<file path="src/rtl/uart_receive_if.sv">
// Receive-side UART bundle: the serial line in, plus the received byte and its status out.
// The receiver uses the slave view; the line driver/consumer uses the master view.
interface uart_receive_if;
  logic       RX;
  logic [7:0] RXDATA;
  logic       RXDONE;
  logic       RXBUSY;
  logic       FERR;
  logic       BREAK;

  // Signalling: RX is a free-running asynchronous level with no handshake.
  // RXDONE is a single-cycle strobe with no ready/back-pressure. RXDATA, FERR
  // and BREAK are valid in the RXDONE cycle and then held until the next RXDONE.
  modport master (
    output RX,
    input  RXDATA, RXDONE, RXBUSY, FERR, BREAK
  );

  modport slave (
    input  RX,
    output RXDATA, RXDONE, RXBUSY, FERR, BREAK
  );
endinterface

</file>
<file path="src/rtl/uart_receive.sv">
// 8N1 UART receiver, LSB first: two-flop input synchroniser, mid-bit start
// validation, centre sampling from a baud counter, and done/framing/break status.
module uart_receive #(
  parameter int CLKS_PER_BIT = 434
) (
  input  logic           CLK,
  input  logic           RESET,
  uart_receive_if.slave  bus,
  output logic [2:0]     state_dbg
);

  localparam int CW = $clog2(CLKS_PER_BIT);
  localparam int H  = CLKS_PER_BIT / 2;
  localparam logic [CW-1:0] H_M1 = CW'(H - 1);
  localparam logic [CW-1:0] N_M1 = CW'(CLKS_PER_BIT - 1);

  typedef enum logic [2:0] {
    S_IDLE  = 3'd0,
    S_START = 3'd1,
    S_DATA  = 3'd2,
    S_STOP  = 3'd3,
    S_WAIT  = 3'd4
  } state_t;

  state_t        state, state_n;
  logic [CW-1:0] cnt, cnt_n;
  logic [2:0]    bit_idx, bit_n;
  logic [7:0]    shift, shift_n;
  logic          done_n;

  logic       rx_m, rx_s;
  logic [7:0] rxdata;
  logic       rxdone, rxbusy, ferr, brk;

  // Both stages reset high so a reset never looks like a start bit.
  always_ff @(posedge CLK or negedge RESET) begin
    if (!RESET) begin
      rx_m <= 1'b1;
      rx_s <= 1'b1;
    end else begin
      rx_m <= bus.RX;
      rx_s <= rx_m;
    end
  end

  always_ff @(posedge CLK or negedge RESET) begin
    if (!RESET) begin
      state   <= S_IDLE;
      cnt     <= '0;
      bit_idx <= 3'd0;
      shift   <= 8'h00;
    end else begin
      state   <= state_n;
      cnt     <= cnt_n;
      bit_idx <= bit_n;
      shift   <= shift_n;
    end
  end

  always_comb begin
    state_n = state;
    cnt_n   = cnt + 1'b1;
    bit_n   = bit_idx;
    shift_n = shift;
    done_n  = 1'b0;
    case (state)
      S_IDLE: begin
        cnt_n = '0;
        if (!rx_s) state_n = S_START;
      end
      S_START: begin
        // A start bit that has gone high again by mid-bit is treated as a glitch.
        if (cnt == H_M1) begin
          cnt_n   = '0;
          bit_n   = 3'd0;
          state_n = rx_s ? S_IDLE : S_DATA;
        end
      end
      S_DATA: begin
        if (cnt == N_M1) begin
          cnt_n   = '0;
          shift_n = {rx_s, shift[7:1]};
          bit_n   = bit_idx + 3'd1;
          if (bit_idx == 3'd7) state_n = S_STOP;
        end
      end
      S_STOP: begin
        if (cnt == N_M1) begin
          cnt_n   = '0;
          done_n  = 1'b1;
          state_n = rx_s ? S_IDLE : S_WAIT;
        end
      end
      S_WAIT: begin
        // A line held low after a bad stop bit must not start a new frame.
        cnt_n = '0;
        if (rx_s) state_n = S_IDLE;
      end
      default: begin
        cnt_n   = '0;
        state_n = S_IDLE;
      end
    endcase
  end

  always_ff @(posedge CLK or negedge RESET) begin
    if (!RESET) begin
      rxdata <= 8'h00;
      rxdone <= 1'b0;
      rxbusy <= 1'b0;
      ferr   <= 1'b0;
      brk    <= 1'b0;
    end else begin
      rxdone <= done_n;
      rxbusy <= (state != S_IDLE);
      if (done_n) begin
        rxdata <= shift;
        ferr   <= ~rx_s;
        brk    <= ~rx_s & (shift == 8'h00);
      end
    end
  end

  assign bus.RXDATA = rxdata;
  assign bus.RXDONE = rxdone;
  assign bus.RXBUSY = rxbusy;
  assign bus.FERR   = ferr;
  assign bus.BREAK  = brk;
  assign state_dbg  = state;

endmodule

</file>
<file path="src/flat_wrapper.sv">
// flat-port wrapper written by rule: the top's interface ports become plain ports
module uart_receive_flat 
#(
  parameter int CLKS_PER_BIT = 434
)
  (CLK, RESET, state_dbg, bus_RX, bus_RXDATA, bus_RXDONE, bus_RXBUSY, bus_FERR, bus_BREAK);
  uart_receive_if bus_i ();
  input  logic CLK;
  input  logic RESET;
  output logic [2:0] state_dbg;
  input wire logic [$bits(bus_i.RX)-1:0] bus_RX;
  output wire logic [$bits(bus_i.RXDATA)-1:0] bus_RXDATA;
  output wire logic [$bits(bus_i.RXDONE)-1:0] bus_RXDONE;
  output wire logic [$bits(bus_i.RXBUSY)-1:0] bus_RXBUSY;
  output wire logic [$bits(bus_i.FERR)-1:0] bus_FERR;
  output wire logic [$bits(bus_i.BREAK)-1:0] bus_BREAK;
  assign bus_i.RX = bus_RX;
  assign bus_RXDATA = bus_i.RXDATA;
  assign bus_RXDONE = bus_i.RXDONE;
  assign bus_RXBUSY = bus_i.RXBUSY;
  assign bus_FERR = bus_i.FERR;
  assign bus_BREAK = bus_i.BREAK;
  uart_receive #(.CLKS_PER_BIT(CLKS_PER_BIT)) u_core (.CLK(CLK), .RESET(RESET), .bus(bus_i), .state_dbg(state_dbg));
endmodule
</file>
<file path="config.mk">
export PLATFORM = sky130hd
export DESIGN_NAME = uart_receive_flat
export DESIGN_NICKNAME = d
export VERILOG_FILES = /design/src/rtl/uart_receive_if.sv /design/src/rtl/uart_receive.sv /design/src/flat_wrapper.sv
export SDC_FILE = /design/constraint.sdc
export NUM_CORES = 1
export LEC_CHECK = 0
export BUFFER_PORTS_ARGS = -buffer_cell sky130_fd_sc_hd__buf_2
export CAP_MARGIN = 20
export CORE_ASPECT_RATIO = 1.2
export CORE_UTILIZATION = 31
export CTS_CLUSTER_SIZE = 25
export DETAILED_ROUTE_END_ITERATION = 8
export SYNTH_ARGS = -nofsm -noshare
export SYNTH_HDL_FRONTEND = slang
export SYNTH_SLANG_ARGS = --single-unit
</file>
<file path="constraint.sdc">
create_clock -name CLK -period 2.9 [get_ports CLK]
set_clock_uncertainty 0.15 [all_clocks]
set_input_delay 0.58 -clock CLK [delete_from_list [all_inputs] [get_ports CLK]]
set_output_delay 0.58 -clock CLK [all_outputs]
set_load 0.03 [all_outputs]
</file>
==> impl_metrics.toml <==
[timing]
drv_slew = 0
setup_violations = 0
finalCritPeriodShare_pct = 69.4
fmax_ghz = 0.497
tightest_slew_ns = 0.808
fin_tns_setup_ns = 0
fin_hold_ws_ns = 0.208
fin_crit_ns = 2.01
hold_viol = 0
rsz0062_at_grt = "no"
relSlewSlack_pct = 46.1

[floorplanning]
die_area_um2 = 5600
rows = 28
core_um2 = 5010
pin_count = 18
die_w_um = 68.5
start_util_pct = 32.8
fp.dieH_um = 81.8

[outcome]
status = "complete, no violations"

[clocking]
clock_latency_ns = 0.28
path_clk_slew_ns = 0.06
tritoncts = "yes"
cts_resized = 0
cts_max_level = 2
ctsHoldBuffers = 0
cts.sinks = 37
cts_buffer_depth = 2
cts_buffers = 5
cts_setup_buffers = 0
clockRootBuffer = "clkbuf_8"

[grt]
grt_start_max_net_pins = 38
grt_overflow_total = 0
grtUsageTotal_pct = 11.8
grt_pass1_vias = 1053
grt_pass1_wl_um = 4750
antenna_found_initial = 0

[cells_and_area]
n_antenna_cell = 0
final_cells = 223
area_delta_synth_final_pct = 12.3
drive_gt1_share_pct = 25.8
final_nets = 170
layout_common_cells = "dfrtp_1 (35), nand2_1 (30), buf_2 (17), nor2_1 (16), mux2_2 (9)"
final_common_cell = "dfrtp_1"

[synth]
netlist_instances = 142
yosysSeqAreaShare_pct = 56.5
synth_area_leaders = "dfrtp_1 (53%), nand2_1 (6.8%), mux2_2 (6.2%)"
synth.cell_area_um2 = 1640
synth_flop_cell = "dfrtp_1"
synth.largest_area_cell = "dfrtp_1"
ys_seq_elements = 37
netlist.area_leader.share_pct = 53.3
synth_nets = 150
synth-edff-count = 0
synthArstFlopShare_pct = 100
yosys_warnings = 0
synth_area_per_cell_um2 = 11.6
ys_types = 31

[drt]
highest_layer = "met4"
routed_via_density = 4.65
met1Wirelength_um = 1270
ant_nets = 0
wl_um = 2700
drc = 0
wl_met3_um = 120
post_drt_wl_per_cell_um = 12.1
route.met2.wl_um = 1270
firstDrtPassIters = 6
vias = 1037
drtIter0Drc = 56

[critical_path]
startpoint_type = "flop"
critPathArrivalTime_ns = 2.03
worst-setup-path-type = "reg -> reg"
critPathRequiredTime_ns = 2.92
cp_max_fo = 10
endpoint_kind = "flop"

[run]
drv_cap = 0

[power]
powerDensity_nw_per_um2 = 471
finalPower_mw = 0.870
p_leak_nw = 0.930
vdd_ir_drop_max_uv = 228

[placement]
gp_congestion = 0.837
placedCellCount = 215
port_buffers = 17
hpwl_um = 1860

[hold_path]
worstHoldPathType = "reg -> reg"
layer usage:
metal / vias to the layer above / track usage, %
li1: 523 / -
met1: 486 / 14.2
met2: 23 / 18.1
met3: 5 / 4.58
met4: 0 / 5.63
met5: - / 0
worst paths after layout:
check / start / end / slack (ns) / cells past startpoint
worst max-delay path: u_core.cnt[0]$_DFF_PN0_ / u_core.state_dbg[0]$_DFFE_PN0P_ / 0.89 / 6
worst min-delay path: u_core.rx_m$_DFF_PN1_ / u_core.rx_s$_DFF_PN1_ / 0.21 / 0
worst max register to register: u_core.cnt[0]$_DFF_PN0_ / u_core.state_dbg[0]$_DFFE_PN0P_ / 0.89 / 6
worst min register to register: u_core.rx_m$_DFF_PN1_ / u_core.rx_s$_DFF_PN1_ / 0.21 / 0
max in group asynchronous: RESET / u_core.cnt[5]$_DFF_PN0_ / 1.86 / 1
min in group asynchronous: RESET / u_core.bus.RXDATA[3]$_DFFE_PN0P_ / 0.23 / 1
cell usage after synthesis (2+ instances only):
library cell / count
a22o_1: 2
nor2_1: 16
and4bb_2: 3
inv_1: 3
mux2_2: 9
nand3_1: 6
xnor2_1: 4
xor2_1: 3
nand2_1: 30
o21ai_0: 2
ha_1: 5
buf_6: 3
nor3_1: 2
dfstp_2: 2
a21oi_1: 2
dfrtp_1: 35
power by group:
group | internal (mW) | total, mW | switching [mW]
registers | 0.519 | 0.520 | 0.00144
logic | 0.00179 | 0.0124 | 0.0106
clock network | 0.171 | 0.338 | 0.167
cell families (layout without fill, tap and decap cells):
logic type | after synthesis | count (layout) | synth area share (%)
muxes | 10 | 10 | 7.08
DFF | 37 | 37 | 56.5
AOI/OAI and AO/OA | 9 | 9 | 4.80
xor gates and xnor gates | 7 | 7 | 3.73
adders and majority gates | 5 | 5 | 3.81
and+or+nand+nor | 67 | 67 | 21.1
buffers and inverters | 7 | 28 | 3.04
state kept, by name (all words and copies together), names as in the netlist:
register / flops
u_core.state_dbg: 3
u_core.cnt: 9
u_core.bus.RXBUSY: 1
u_core.bit_idx: 3
u_core.rx_m: 1
u_core.bus.RXDATA: 8
u_core.bus.FERR: 1
u_core.rx_s: 1
u_core.shift: 8
u_core.bus.RXDONE: 1
u_core.bus.BREAK: 1
worst max-delay path: stages, from the launching register on:
cell	delay [ns]
dfrtp_1	0.42
inv_1	0.08
ha_1	0.14
and4bb_2	0.20
and4bb_2	0.29
a2bb2oi_4	0.30
mux2_4	0.33
area by class of cell:
type                            count  area [um^2]
Clock buffer                        8         80.1
Fill cell                         507         3160
Inverter                            3         11.3
Multi-Input combinational cell     98          666
Sequential cell                    37          928
Tap cell                           60         75.1
Timing Repair Buffer               17         85.1
per-stage QoR:
stage / cell area (um^2) / setup WS [ns] / util [%]
global placement: 1770 / 0.916 / 35.2
global route: 1850 / 0.812 / 36.8
detailed placement: 1770 / 0.868 / 35.2
finish: 1850 / 0.887 / 36.8
floorplan: 1640 / 1.02 / -
CTS: 1850 / 0.857 / 36.8
Power figures use the tool's default switching activity.
